===== config.mk =====
export PLATFORM = sky130hd
export DESIGN_NAME = sat_sweep_controller
export DESIGN_NICKNAME = d
export VERILOG_FILES = /design/src/rtl/sat_ctl_pkg.sv /design/src/rtl/sat_settle_timer.sv /design/src/rtl/sat_sweep_controller.sv
export SDC_FILE = /design/constraint.sdc
export NUM_CORES = 1
export LEC_CHECK = 0
export CAP_MARGIN = 30
export CORE_MARGIN = 5
export CORE_UTILIZATION = 46
export CTS_CLUSTER_DIAMETER = 30
export DETAILED_ROUTE_END_ITERATION = 10
export GPL_TIMING_DRIVEN = 0
export PLACE_DENSITY = 0.86
export SYNTH_ARGS = -nofsm -noshare
export SYNTH_HDL_FRONTEND = slang
export SYNTH_SLANG_ARGS = --single-unit

===== constraint.sdc =====
create_clock -name clk -period 2.1 [get_ports clk]
set_input_delay 0.42 -clock clk [delete_from_list [all_inputs] [get_ports clk]]
set_output_delay 0.42 -clock clk [all_outputs]
set_load 0.05 [all_outputs]

===== src/rtl/sat_ctl_pkg.sv =====
// rtl/sat_ctl_pkg.sv - shared types and helpers for the sat sweep controller
package sat_ctl_pkg;

    typedef enum logic [2:0] {
        IDLE,
        SETTLE,
        SAMPLE,
        HIT,
        DONE
    } sweep_state_t;

    localparam int LAT_W = 4;

    function automatic logic [31:0] last_cand(input int n);
        return (n >= 32) ? 32'hFFFF_FFFF : ((32'd1 << n) - 32'd1);
    endfunction

endpackage


===== src/rtl/sat_settle_timer.sv =====
// rtl/sat_settle_timer.sv - loadable down counter with a zero flag
module sat_settle_timer
    import sat_ctl_pkg::*;
(
    input  logic             clk,
    input  logic             rst,
    input  logic             load,
    input  logic [LAT_W-1:0] load_val,
    output logic             zero
);

    logic [LAT_W-1:0] count;

    always_ff @(posedge clk) begin
        if (rst) begin
            count <= '0;
        end else if (load) begin
            count <= load_val;
        end else if (count != '0) begin
            count <= count - LAT_W'(1);
        end
    end

    assign zero = (count == '0);

endmodule


===== src/rtl/sat_sweep_controller.sv =====
// rtl/sat_sweep_controller.sv - exhaustive candidate sweep with settle delay and hit handshake
module sat_sweep_controller
    import sat_ctl_pkg::*;
#(
    parameter int N_IN         = 13,
    parameter int EVAL_LATENCY = 1
) (
    input  logic            clk,
    input  logic            rst,
    input  logic            start,
    input  logic            abort,
    input  logic            resume,
    input  logic            sat_in,
    output logic [N_IN-1:0] cand,
    output logic            busy,
    output logic            hit,
    output logic [N_IN-1:0] solution,
    output logic            found,
    output logic            done,
    output logic            exhausted,
    output logic [N_IN:0]   tried
);

    localparam logic [31:0]      LAST32      = last_cand(N_IN);
    localparam logic [N_IN-1:0]  LAST        = LAST32[N_IN-1:0];
    localparam logic [N_IN-1:0]  CAND_ONE    = 1;
    localparam logic [N_IN:0]    TRIED_ONE   = 1;
    localparam logic [LAT_W-1:0] SETTLE_LOAD = (EVAL_LATENCY > 0) ? LAT_W'(EVAL_LATENCY - 1) : '0;
    // With zero latency the settle phase is bypassed entirely.
    localparam sweep_state_t     EVAL_STATE  = (EVAL_LATENCY == 0) ? SAMPLE : SETTLE;

    sweep_state_t state, next_state;
    logic         settle_zero;
    logic         timer_load;
    logic         at_last;

    assign at_last    = (cand == LAST);
    assign timer_load = (next_state == SETTLE) && (state != SETTLE);

    sat_settle_timer u_timer (
        .clk      (clk),
        .rst      (rst),
        .load     (timer_load),
        .load_val (SETTLE_LOAD),
        .zero     (settle_zero)
    );

    always_ff @(posedge clk) begin
        if (rst) begin
            state <= IDLE;
        end else begin
            state <= next_state;
        end
    end

    always_comb begin
        next_state = state;
        case (state)
            IDLE, DONE: begin
                if (start) next_state = EVAL_STATE;
            end
            SETTLE: begin
                if (abort)            next_state = DONE;
                else if (settle_zero) next_state = SAMPLE;
            end
            SAMPLE: begin
                if (abort)        next_state = DONE;
                else if (sat_in)  next_state = HIT;
                else if (at_last) next_state = DONE;
                else              next_state = EVAL_STATE;
            end
            HIT: begin
                if (abort)       next_state = DONE;
                else if (resume) next_state = at_last ? DONE : EVAL_STATE;
            end
            default: next_state = IDLE;
        endcase
    end

    always_comb begin
        busy = (state == SETTLE) || (state == SAMPLE) || (state == HIT);
        hit  = (state == HIT);
        done = (state == DONE);
    end

    always_ff @(posedge clk) begin
        if (rst) begin
            cand      <= '0;
            tried     <= '0;
            solution  <= '0;
            found     <= 1'b0;
            exhausted <= 1'b0;
        end else begin
            case (state)
                IDLE, DONE: begin
                    if (start) begin
                        cand      <= '0;
                        tried     <= '0;
                        found     <= 1'b0;
                        exhausted <= 1'b0;
                    end
                end
                SAMPLE: begin
                    if (!abort) begin
                        tried <= tried + TRIED_ONE;
                        if (sat_in) begin
                            solution <= cand;
                            found    <= 1'b1;
                        end else if (at_last) begin
                            exhausted <= 1'b1;
                        end else begin
                            cand <= cand + CAND_ONE;
                        end
                    end
                end
                HIT: begin
                    if (!abort && resume) begin
                        if (at_last) exhausted <= 1'b1;
                        else         cand      <= cand + CAND_ONE;
                    end
                end
                default: ;
            endcase
        end
    end

endmodule

; After elaboration in Yosys (flattened, before gate mapping)
; Index checks and enable logic that the tools add are counted.
[totals]
output_inout_bits = 45
register_bits = 49
word_cells = 66
[classes]
muxes = 27
reduce_logical = 16
n_bitwise = 1
n_addsub = 3
n_eq_ne = 12
[ops]
columns = operator, n
row1 = 13-bit 2-to-1 mux, 5
row2 = 13-bit case mux with 3 select lines, 1
row3 = 14-bit 2-to-1 mux, 2
row4 = 14-bit case mux with 2 select lines, 1
row5 = 3-bit 2-to-1 mux, 8
row6 = 14-bit by 1-bit adder with 14-bit output (second input constant), 1
row7 = 13-bit by 1-bit adder with 13-bit output (second input constant), 1
row8 = 13-bit == test (second input constant), 1
row9 = 3-bit case mux with 4 select lines, 1
row10 = 2-bit != test (second input constant), 4
row11 = 1-bit 2-to-1 mux, 7
row12 = 3-bit by 1-bit == test with 1-bit output (second input constant), 2
row13 = 3-bit by 2-bit == test with 1-bit output (second input constant), 2
row14 = 3-bit AND reduction, 2
row15 = 5-bit AND reduction, 1
row16 = 4-bit zero test, 1
row17 = 4-bit AND reduction, 1
row18 = 4-bit nonzero test, 1
row19 = 2-bit OR reduction, 2
row20 = 4-bit by 1-bit subtractor with 4-bit output (second input constant), 1
row21 = 3-bit == test (second input constant), 1
row22 = 3-bit zero test, 1
row23 = 3-bit by 1-bit != test with 1-bit output (second input constant), 1
row24 = 1-bit case mux with 3 select lines, 1
row25 = 8 further kinds, 10

; Longest topological paths before layout
; Gate-level depths: netlist of the first run.
[logic_depth]
word_depth = 8
mapped_depth = 8
depth_no_buf = 7

; Modules after synthesis
; A second synthesis of the first run with hierarchy kept.
[unflattened]
cells_unflattened = 271
area_unflattened_um2 = 2334.7
[by_module_without_submodules]
columns = module, seq_area_each_um2, area_each_um2, instances, cells_per_inst
row1 = sat_sweep_controller, 900.9, 2105.8, 1, 247
row2 = sat_settle_timer, 80.1, 229.0, 1, 24

; Least setup slack after synthesis of the first run
; OpenSTA, ideal clock, no wires.
[synth_timing]
path_kind = register -> register
startpoint = register cand[0]
endpoint = register u_timer.count[1]
path_buffers = 2
setup_time_ps = 103
t_arrival_ps = 2213
stages_incl_launch_ff = 9
setup_slack_ps = -216
synth_period_minus_slack_ps = 2316
path_cell_list = dfxtp_1 ha_1 and3_1 buf_2 nand4_1 o211ai_2 buf_6 nand2_1 a2111oi_2
[synth_between]
elab_chain_len = 8
elab_cells_between_ends = 10
[synth_rtl]
columns = element, line_no
row1 = start: declaration, sat_sweep_controller.sv:14  ; output logic [N_IN-1:0] cand,
row2 = start signal: assignment, sat_sweep_controller.sv:112  ; cand <= cand + CAND_ONE;
row3 = start signal: assignment, sat_sweep_controller.sv:119  ; else cand <= cand + CAND_ONE;
row4 = 13-bit == test (*), sat_sweep_controller.sv:37  ; assign at_last = (cand == LAST);
row5 = 3-bit 2-to-1 mux (*), "sat_sweep_controller.sv:69, sat_sweep_controller.sv:74"
row6 = 3-bit 2-to-1 mux (on tied branches), "sat_sweep_controller.sv:74, sat_sweep_controller.sv:68"
row7 = 3-bit 2-to-1 mux (on tied branches), "sat_sweep_controller.sv:73, sat_sweep_controller.sv:67"
row8 = 3-bit case mux with 4 select lines (*), sat_sweep_controller.sv:58  ; case (state)
row9 = 3-bit by 1-bit == test with 1-bit output (*), sat_sweep_controller.sv:38  ; assign timer_load = (next_state == SETTLE) && (state != SETTLE);
row10 = 1-bit logical AND (*), sat_sweep_controller.sv:38
row11 = 2-bit OR reduction (no source line) (*), -
row12 = end signal: assignment, sat_settle_timer.sv:18  ; count <= load_val;
row13 = end signal: assignment, sat_settle_timer.sv:20  ; count <= count - LAT_W'(1);
row14 = end: declaration, sat_settle_timer.sv:12  ; logic [LAT_W-1:0] count;
; Mark *: on every way between the ends. The rest lies on a longest branch, timed or not.
; A chain may end at the register's enable or synchronous reset.

; Worst setup path in the final report of the first run
[layout_timing]
startpoint = register cand[7]
endpoint = output cand[7]
; No word-level cell between the ends.

==> results of run 1 <==
sequential cells by signal (all words and copies together) (netlist names):
signal         flops
tried             14
solution          13
cand              13
exhausted          1
found              1
state              3
u_timer.count      4
synthesized netlist by cell type (2+ instances only):
cell type,number,area [um2]
a211oi_1,2,15.0
nand4_1,4,25.0
and2_1,2,12.5
or3b_1,2,17.5
buf_2,6,30.0
a2111o_1,5,56.3
or3_1,7,43.8
buf_6,3,33.8
clkbuf_1,8,30.0
mux2i_1,5,50.1
o21ai_0,5,25.0
and4_1,5,43.8
nor4bb_1,2,20.0
nand2b_1,4,25.0
nor3_1,8,40.0
o21ai_1,4,20.0
nor2_1,18,67.6
and3_1,3,18.8
nand3_1,14,70.1
inv_1,7,26.3
nor2_2,2,12.5
a21o_1,3,22.5
a21oi_1,33,165
ha_1,3,37.5
xnor2_1,8,70.1
xor2_1,4,35.0
a21boi_1,2,15.0
dfxtp_1,49,981
o211ai_2,2,25.0
nand2_1,49,184
area by class of cell:
cell class              instances  area (um2)
plain buffers                  16         100
clock buffers                   5        68.8
clock inverters                 3        21.3
fillers                       453        1860
inverters                       7        26.3
multi-input cells             218        1410
flip-flops and latches         49         996
well taps                      70        87.6
repair buffers                 58         568
worst min-delay path, delay by kind of cell, from the launching register on:
family             cells  cell delay (ps)
AOI/OAI and AO/OA      1               50
DFF                    1              320
and+or+nand+nor        1               50
worst paths after layout:
path	start	to	slack, ps	cells after the start
setup / recovery	cand[7]$_SDFFE_PP0P_	cand[7]	30	1
hold / removal	solution[0]$_SDFFE_PP0P_	solution[0]$_SDFFE_PP0P_	460	2
setup reg to reg	u_timer.count[0]$_SDFFE_PP0N_	u_timer.count[1]$_SDFFE_PP0N_	50	8
hold reg to reg	solution[0]$_SDFFE_PP0P_	solution[0]$_SDFFE_PP0P_	460	2
metrics by stage:
step | hold slack [ps] | instances | worst slack, ps
2_1_floorplan | 474 | 291 | -75.8
3_3_place_gp | 444 | 411 | -513
5_1_grt | 485 | 426 | -35.5
6_report | 458 | 426 | 27.3
3_5_place_dp | 446 | 411 | -558
4_1_cts | 460 | 424 | 2.28
logic make-up (layout without fill, tap and decap cells):
group | count (synthesis) | count (layout) | share of synthesized area, %
AOI/OAI and AO/OA | 69 | 69 | 19.9
xor gates and xnor gates | 12 | 12 | 4.31
adders and majority gates | 3 | 3 | 1.54
buffers and inverters | 24 | 89 | 4.92
DFF | 49 | 49 | 40.2
muxes | 6 | 6 | 2.51
and+or+nand+nor | 128 | 128 | 26.7
what timing repair did:
| action | 4_1_cts | 5_1_grt |
|---|---|---|
| gates cloned | 1 | 0 |
| pin swaps | 2 | 3 |
| gates resized for setup | 29 | 17 |
| buffers inserted | 5 | 2 |
| endpoints found under the setup margin | 32 | 23 |
| hold buffers | 0 | 0 |
metal layers:
layer | global-route usage (%) | vias to the layer above | share of wire (%)
met5 | 0 | - | 0
met4 | 5.50 | 0 | 2.2
met3 | 5.35 | 18 | 6.6
met2 | 31.5 | 94 | 48
met1 | 23.9 | 1177 | 43
li1 | - | 1165 | -
power by group through the flow:
stage | Clock [mW] | Combinational [mW] | Sequential (mW)
after floorplan | 0 | 0.307 | 1.01
after global placement | 0 | 0.412 | 1.00
after detailed placement | 0 | 0.428 | 1.01
after CTS | 0.588 | 0.495 | 0.984
after global routing | 0.623 | 0.566 | 0.992
final | 0.579 | 0.521 | 0.989
==> flow_metrics.env, run 1 <==
export IMPL_syn_inst=291
export IMPL_outcome="finished clean"
export IMPL_die_y_um=82.8
export IMPL_syn_avg_cell_area_um2=8.39
export IMPL_endpoint_kind="primary output"
export IMPL_fp_dieArea_mm2=0.00686
export IMPL_power_internal_mw=1.41
export IMPL_initial_core_util_pct=47.5
export IMPL_ir_worst_vdd_mv=0.475
export IMPL_overflow=0
export IMPL_synth_edff_count=0
export IMPL_tns_ps=0
export IMPL_cpLargestDelayFamily="buffers and inverters"
export IMPL_drt_iter0_markers=143
export IMPL_yosysSeqAreaShare_pct=40.2
export IMPL_cp_cell_sequence="clkdlybuf4s50_1"
export IMPL_antenna_found_initial=0
export IMPL_wl_um=6540
export IMPL_first_pass_iters=4
export IMPL_cts_buffers_inserted=5
export IMPL_ys_ff_latch=49
export IMPL_path_max_fanout=6
export IMPL_clk_pin_slew_worst_paths_ps=100
export IMPL_power_total_mw=2.09
export IMPL_crit_buf_inv=1
export IMPL_ys_flop_type="dfxtp_1"
export IMPL_tightest_slew_ps=535
export IMPL_max_slew_margin_pct=64.3
export IMPL_grt_max_degree=17
export IMPL_io_pins=51
export IMPL_cp_arrival_ps=1650
export IMPL_critPathRequiredTime_ps=1680
export IMPL_final_util_pct=63.8
export IMPL_place_area_mm2=0.00304
export IMPL_setup_viol=0
export IMPL_switchingPower_uw=675
export IMPL_min_path_type="reg -> reg"
export IMPL_netlist_area_mm2=0.00244
export IMPL_final_common_cell="nand2_1"
export IMPL_finalHoldViolations=0
export IMPL_fmax_ghz=0.482
export IMPL_final_design_area_no_fill_mm2=0.00328
export IMPL_ys_warn_count=0
export IMPL_layout_nets=364
export IMPL_switching_share_pct=32.3
export IMPL_hpwl_um=4510
export IMPL_areaGrowthSynthToFinish_pct=34.2
export IMPL_grt_pass1_wl_um=11000
export IMPL_grt_pass1_vias=2318
export IMPL_power_density_mw_per_mm2=637
export IMPL_clkPwrFrac_pct=27.7
export IMPL_min_period_ps=2070
export IMPL_combPwrFrac_pct=25.0
export IMPL_crit_type="reg -> out"
export IMPL_timing_final_crit_share_pct=98.7
export IMPL_drive_above_1_share_pct=16.0
export IMPL_grt_util_all_layers_pct=18.9
export IMPL_seq_power_share_pct=47.3
export IMPL_fp_dieW_um=82.8
export IMPL_slowest_delay_ps=870
export IMPL_root_buffer="clkbuf_8"
export IMPL_drc=0
export IMPL_antenna_cells=0
export IMPL_cp_start_kind="flop"
export IMPL_cts_sinks=49
export IMPL_clock_latency_ps=310
export IMPL_slew_viol_final=0
export IMPL_core_area_mm2=0.00514
export IMPL_rsz0062_at_grt="true"
export IMPL_skew_ps=10.2
export IMPL_synth_net_count=300
export IMPL_cp_slowest_cell="clkdlybuf4s50_1"
export IMPL_viasPerCell=5.76
export IMPL_vias=2454
export IMPL_ctsHtreeMaxLevel=2
export IMPL_port_buffers=50
export IMPL_yosysUniqueCellTypes=52
export IMPL_cts_path_max_buffers=2
export IMPL_cts_tree="built"
export IMPL_ant_nets=0
export IMPL_num_rows=26
export IMPL_wl_per_cell_um=15.4
export IMPL_synth_async_sr_flop_share_pct=0
export IMPL_gp_congestion=0.889
export IMPL_p_leak_nw=1.13
export IMPL_layout_common_cells="nand2_1, dfxtp_1, clkdlybuf4s50_1, a21oi_1, nor2_1"
export IMPL_maxCapViolations=0
(Power assumes the default switching activity.)
==> run 2, diff against run 1 <==
CORE_UTILIZATION = 55   (was 46)
PLACE_DENSITY = 0.95   (was 0.86)
clock period = 2.45 ns   (was 2.1 ns; I/O delays follow)
==> run 2 against run 1 <==
Clock power down 3%. Via count down 3.3%. Worst setup slack better by 110 ps. Die area down 14%. Power down 15%. Global-route usage up 2.4 points. Design area down 4.7%. Register-to-register slack better by 160 ps. Non-clock buffer count down 5. Sequential cell count unchanged. Critical path type is now in -> reg. Largest cell class unchanged. Highest routed layer unchanged.
==> flow_metrics.env, run 2 (synthesis results as in run 1) <==
export IMPL_vias=2372
export IMPL_timing_final_crit_share_pct=94.4
export IMPL_fmax_ghz=0.432
export IMPL_wl_per_cell_um=15.8
export IMPL_largest_reg_flops=14
export IMPL_maxCapViolations=0
export IMPL_tightest_slew_ps=557
export IMPL_grt_pass1_wl_um=10500
export IMPL_drt_iter0_markers=171
export IMPL_setup_viol=0
export IMPL_grt_max_degree=15
export IMPL_outcome="finished clean"
export IMPL_first_pass_iters=5
export IMPL_clk_pin_slew_worst_paths_ps=90
export IMPL_hold_ws_ps=457
export IMPL_instances_no_fill=402
export IMPL_worstHoldEndpoint="solution[2]$_SDFFE_PP0P_"
export IMPL_port_buffers=50
export IMPL_ir_worst_vdd_mv=0.351
export IMPL_clock_latency_ps=310
export IMPL_critPathRequiredTime_ps=2690
export IMPL_min_path_type="reg -> reg"
export IMPL_p_leak_nw=1.03
export IMPL_cts_buffers_inserted=5
export IMPL_areaGrowthSynthToFinish_pct=27.9
export IMPL_layout_common_cells="nand2_1, dfxtp_1, clkdlybuf4s50_1, a21oi_1, nor2_1"
export IMPL_drc=0
export IMPL_grt_pass1_vias=2256
export IMPL_viasPerCell=5.90
export IMPL_crit_type="in -> reg"
export IMPL_place_area_mm2=0.00301
export IMPL_power_density_mw_per_mm2=568
export IMPL_io_pins=51
export IMPL_layout_nets=359
export IMPL_initial_core_util_pct=56.5
export IMPL_rr_startpoint="cand[1]$_SDFFE_PP0P_"
export IMPL_endpoint_kind="flop"
export IMPL_fp_dieW_um=76.6
export IMPL_cts_path_max_buffers=2
export IMPL_die_y_um=76.6
export IMPL_cts_sinks=49
export IMPL_ctsHtreeMaxLevel=2
export IMPL_pre_cts_slack_ps=-275
export IMPL_dp_cells=393
export IMPL_power_total_mw=1.77
export IMPL_final_common_cell="nand2_1"
export IMPL_max_slew_margin_pct=62.9
export IMPL_cts_tree="built"
export IMPL_ff_latch_area_um2=982
export IMPL_fp_dieArea_mm2=0.00587
export IMPL_antenna_found_initial=0
export IMPL_skew_ps=4.15
export IMPL_path_max_fanout=10
export IMPL_min_period_ps=2310
export IMPL_cp_arrival_ps=2560
export IMPL_grt_util_all_layers_pct=21.4
export IMPL_wl_um=6350
export IMPL_top_register="tried"
export IMPL_final_design_area_no_fill_mm2=0.00312
export IMPL_core_area_mm2=0.00432
export IMPL_slew_viol_final=0
export IMPL_ant_nets=0
export IMPL_num_rows=24
export IMPL_antenna_cells=0
export IMPL_multiInputGateArea_mm2=0.00135
export IMPL_timing_rr_end="u_timer.count[1]$_SDFFE_PP0N_"
export IMPL_hold_path_startpoint="solution[2]$_SDFFE_PP0P_"
export IMPL_overflow=0
export IMPL_holdPathStages=2
export IMPL_reg_top3="tried x14, cand x13, solution x13"
export IMPL_hpwl_um=4500
export IMPL_cp_start_kind="primary input"
export IMPL_startpoint="abort"
export IMPL_gp_congestion=0.841
export IMPL_drive_above_1_share_pct=9.43
export IMPL_root_buffer="clkbuf_8"
export IMPL_ff2ff_path_depth=8
export IMPL_nFillCells=336
export IMPL_rsz0062_at_grt="false"
export IMPL_timing_final_ws_setup_ps=138
export IMPL_finalHoldViolations=0
export IMPL_r2r_setup_slack_ps=210
[run 2: metrics by stage]
step / TNS [ps] / util, %
6_report: 0 / 72.2
5_1_grt: 0 / 72.2
4_1_cts: 0 / 71.8
3_5_place_dp: -5660 / 69.5
3_3_place_gp: -3890 / 69.5
2_1_floorplan: 0 / -
[run 2: per-layer routing]
metal,routed length (um),vias to the layer above,GRT usage (%)
met5,0,-,0
met4,123,0,8.04
met3,443,14,4.61
met2,3130,90,36.7
met1,2660,1115,25.9
li1,-,1153,-
[run 2: worst max-delay path by stage]
| stage | endpoint | slack, ps | cells past startpoint |
|---|---|---|---|
| after floorplan | u_timer.count[1]$_SDFFE_PP0N_ | 130 | 8 |
| after global placement | cand[11]$_SDFFE_PP0P_ | -200 | 7 |
| after detailed placement | cand[3]$_SDFFE_PP0P_ | -280 | 7 |
| after CTS | busy | 10 | 5 |
| after global routing | u_timer.count[1]$_SDFFE_PP0N_ | 10 | 8 |
| final | cand[11]$_SDFFE_PP0P_ | 140 | 8 |
[run 2: power by group]
part	total [mW]	internal [mW]	switching (mW)
Combinational	0.364	0.134	0.231
Sequential	0.845	0.820	0.0253
Clock	0.563	0.297	0.266
Total	1.77	1.25	0.522
[run 2: critical path: stages]
cell and delay (ps):
clkdlybuf4s50_1 530, or3b_1 410, buf_6 150, nor2_4 160, o211ai_2 140, buf_6 180
a2111o_1 420, o21ai_1 80
[run 2: what timing repair did]
action / in CTS / in global routing
setup endpoints to repair: 3 / 25
hold buffers: 0 / 0
cloned: 0 / 0
buffers inserted: 0 / 2
pin swaps: 0 / 1
resized for setup: 3 / 8
[run 2: final cells by class]
type / instances / area share (%)
buffer: 17 / 3.05
clock buffer: 5 / 2.20
clock inverter: 2 / 1.12
inverter: 7 / 0.842
multi-input combinational: 218 / 43.1
sequential: 49 / 31.5
tap: 52 / 2.08
timing repair buffer: 52 / 16.2
==> run 3, diff against run 2 <==
PLACE_DENSITY = 0.83   (was 0.95)
==> run 3 against run 2 <==
Sequential cell count is the same. Wire length shrank 3.1%. Critical path type unchanged. Fmax shrank 0.19%. Sequential power is essentially flat. Cell count shrank 0.25%. Highest routed layer unchanged. Core utilization shrank 0.20 points. First-iteration DRC count grew 8.2%. Die area is the same. Clock power grew 3.7%. Largest power group unchanged.
==> flow_metrics.env, run 3 (synthesis results as in run 1) <==
export IMPL_outcome="finished clean"
export IMPL_viasPerCell=5.78
export IMPL_reg_top3="tried x14, cand x13, solution x13"
export IMPL_vias=2316
export IMPL_grt_pass1_wl_um=10300
export IMPL_die_y_um=76.6
export IMPL_holdBufCountCts=0
export IMPL_gp_congestion=0.828
export IMPL_instances_no_fill=401
export IMPL_ant_nets=0
export IMPL_io_pins=51
export IMPL_hold_ws_ps=458
export IMPL_ctsHtreeMaxLevel=2
export IMPL_drc=0
export IMPL_num_rows=24
export IMPL_top_register="tried"
export IMPL_cts_path_max_buffers=2
export IMPL_fp_dieArea_mm2=0.00587
export IMPL_clk_pin_slew_worst_paths_ps=90
export IMPL_wl_um=6160
export IMPL_cp_cell_sequence="clkdlybuf4s50_1, or3b_1, buf_6, nor2_4, o211ai_2, buf_6, a2111o_1, o21ai_1"
export IMPL_core_area_mm2=0.00432
export IMPL_port_buffers=50
export IMPL_wl_per_cell_um=15.4
export IMPL_nFillCells=351
export IMPL_hpwl_um=4390
export IMPL_finalHoldViolations=0
export IMPL_slowest_delay_ps=540
export IMPL_endpoint_kind="flop"
export IMPL_areaGrowthSynthToFinish_pct=27.5
export IMPL_seq_power_share_pct=47.1
export IMPL_path_max_fanout=10
export IMPL_fp_dieW_um=76.6
export IMPL_grt_pass1_vias=2170
export IMPL_layout_nets=357
export IMPL_cts_buffers_inserted=5
export IMPL_maxCapViolations=0
export IMPL_crit_path_frequent_cell="buf_6"
export IMPL_p_leak_nw=1.02
export IMPL_timing_final_ws_setup_ps=133
export IMPL_power_internal_mw=1.26
export IMPL_cts_sinks=49
export IMPL_cts_tree="built"
export IMPL_tightest_slew_ps=532
export IMPL_critPathRequiredTime_ps=2690
export IMPL_initial_core_util_pct=56.5
export IMPL_crit_buf_inv=3
export IMPL_grt_util_all_layers_pct=21.1
export IMPL_drive_above_1_share_pct=8.60
export IMPL_grt_max_degree=16
export IMPL_dp_cells=393
export IMPL_cpLargestDelayFamily="buffers and inverters"
export IMPL_pre_cts_slack_ps=-294
export IMPL_setup_viol=0
export IMPL_antenna_found_initial=0
export IMPL_rsz0062_at_grt="false"
export IMPL_switching_share_pct=29.8
export IMPL_root_buffer="clkbuf_8"
export IMPL_drt_iter0_markers=185
export IMPL_clkPwrFrac_pct=32.6
export IMPL_switchingPower_uw=534
export IMPL_antenna_cells=0
export IMPL_clock_latency_ps=300
export IMPL_first_pass_iters=4
export IMPL_slew_viol_final=0
export IMPL_min_period_ps=2320
export IMPL_max_slew_margin_pct=64.5
export IMPL_min_path_type="reg -> reg"
export IMPL_multiInputGateArea_mm2=0.00135
export IMPL_cp_arrival_ps=2550
export IMPL_cp_start_kind="primary input"
export IMPL_cp_slowest_cell="clkdlybuf4s50_1"
export IMPL_timing_final_crit_share_pct=94.6
export IMPL_combPwrFrac_pct=20.4
export IMPL_final_util_pct=72.0
export IMPL_power_total_mw=1.79
export IMPL_ff_latch_area_um2=981
export IMPL_crit_type="in -> reg"
export IMPL_layout_common_cells="nand2_1, dfxtp_1, clkdlybuf4s50_1, a21oi_1, nor2_1"
export IMPL_fmax_ghz=0.432
export IMPL_skew_ps=10.4
export IMPL_overflow=0
export IMPL_power_density_mw_per_mm2=576
export IMPL_largest_reg_flops=14
export IMPL_post_cts_buffers=0
export IMPL_ir_worst_vdd_mv=0.417
[run 3: changes by cell type in the layout (fill, tap and decap cells not counted), sizes merged]
cell / before / now
buf: 11 / 9
clkbuf: 15 / 16
[run 3: power by group through the flow]
stage               registers [mW]  clock network, mW  logic [mW]
floorplan                    0.868                  0       0.262
global placement             0.861                  0       0.353
detailed placement           0.861                  0       0.363
CTS                          0.843              0.595       0.364
global route                 0.848              0.636       0.397
finish                       0.844              0.584       0.366
[run 3: timing repair]
item | CTS | global route
gates resized for setup | 4 | 6
setup endpoints to repair | 3 | 20
pin swaps | 0 | 0
[run 3: worst register-to-register path, stage by stage (launching register included)]
cell and delay, ps:
dfxtp_1 320, inv_1 90, ha_1 230, or4b_1 500, a31o_1 260, o211ai_2 100
buf_6 180, nand2_1 140, a2111oi_2 350
[run 3: area by class of cell]
type,instances,area share [%]
plain buffers,17,3.05
clock buffers,6,2.33
clock inverters,2,1.25
inverters,7,0.844
multi-input cells,218,43.2
flip-flops and latches,49,31.5
well taps,52,2.09
repair buffers,50,15.7
[run 3: final timing paths]
kind	cells past startpoint	start	endpoint	slack (ps)
worst min-delay path	2	solution[6]$_SDFFE_PP0P_	solution[6]$_SDFFE_PP0P_	460
worst min register to register	2	solution[6]$_SDFFE_PP0P_	solution[6]$_SDFFE_PP0P_	460
worst max-delay path	8	abort	cand[9]$_SDFFE_PP0P_	130
worst max register to register	8	u_timer.count[1]$_SDFFE_PP0N_	u_timer.count[1]$_SDFFE_PP0N_	200
[run 3: metal layers]
layer	vias up	routed length [um]	part of all wire, %	track usage, %
met1	1085	2690	44	26.2
li1	1148	-	-	-
met2	72	2960	48	34.8
met3	11	399	6.5	4.85
met5	-	0	0	0
met4	0	114	1.9	9.27
[run 3: through the flow]
stage,area [um2],setup TNS (ps)
after detailed placement,3010,-7110
after CTS,3120,0
final,3110,0
after global placement,3010,-6590
after floorplan,2440,0
after global routing,3110,0
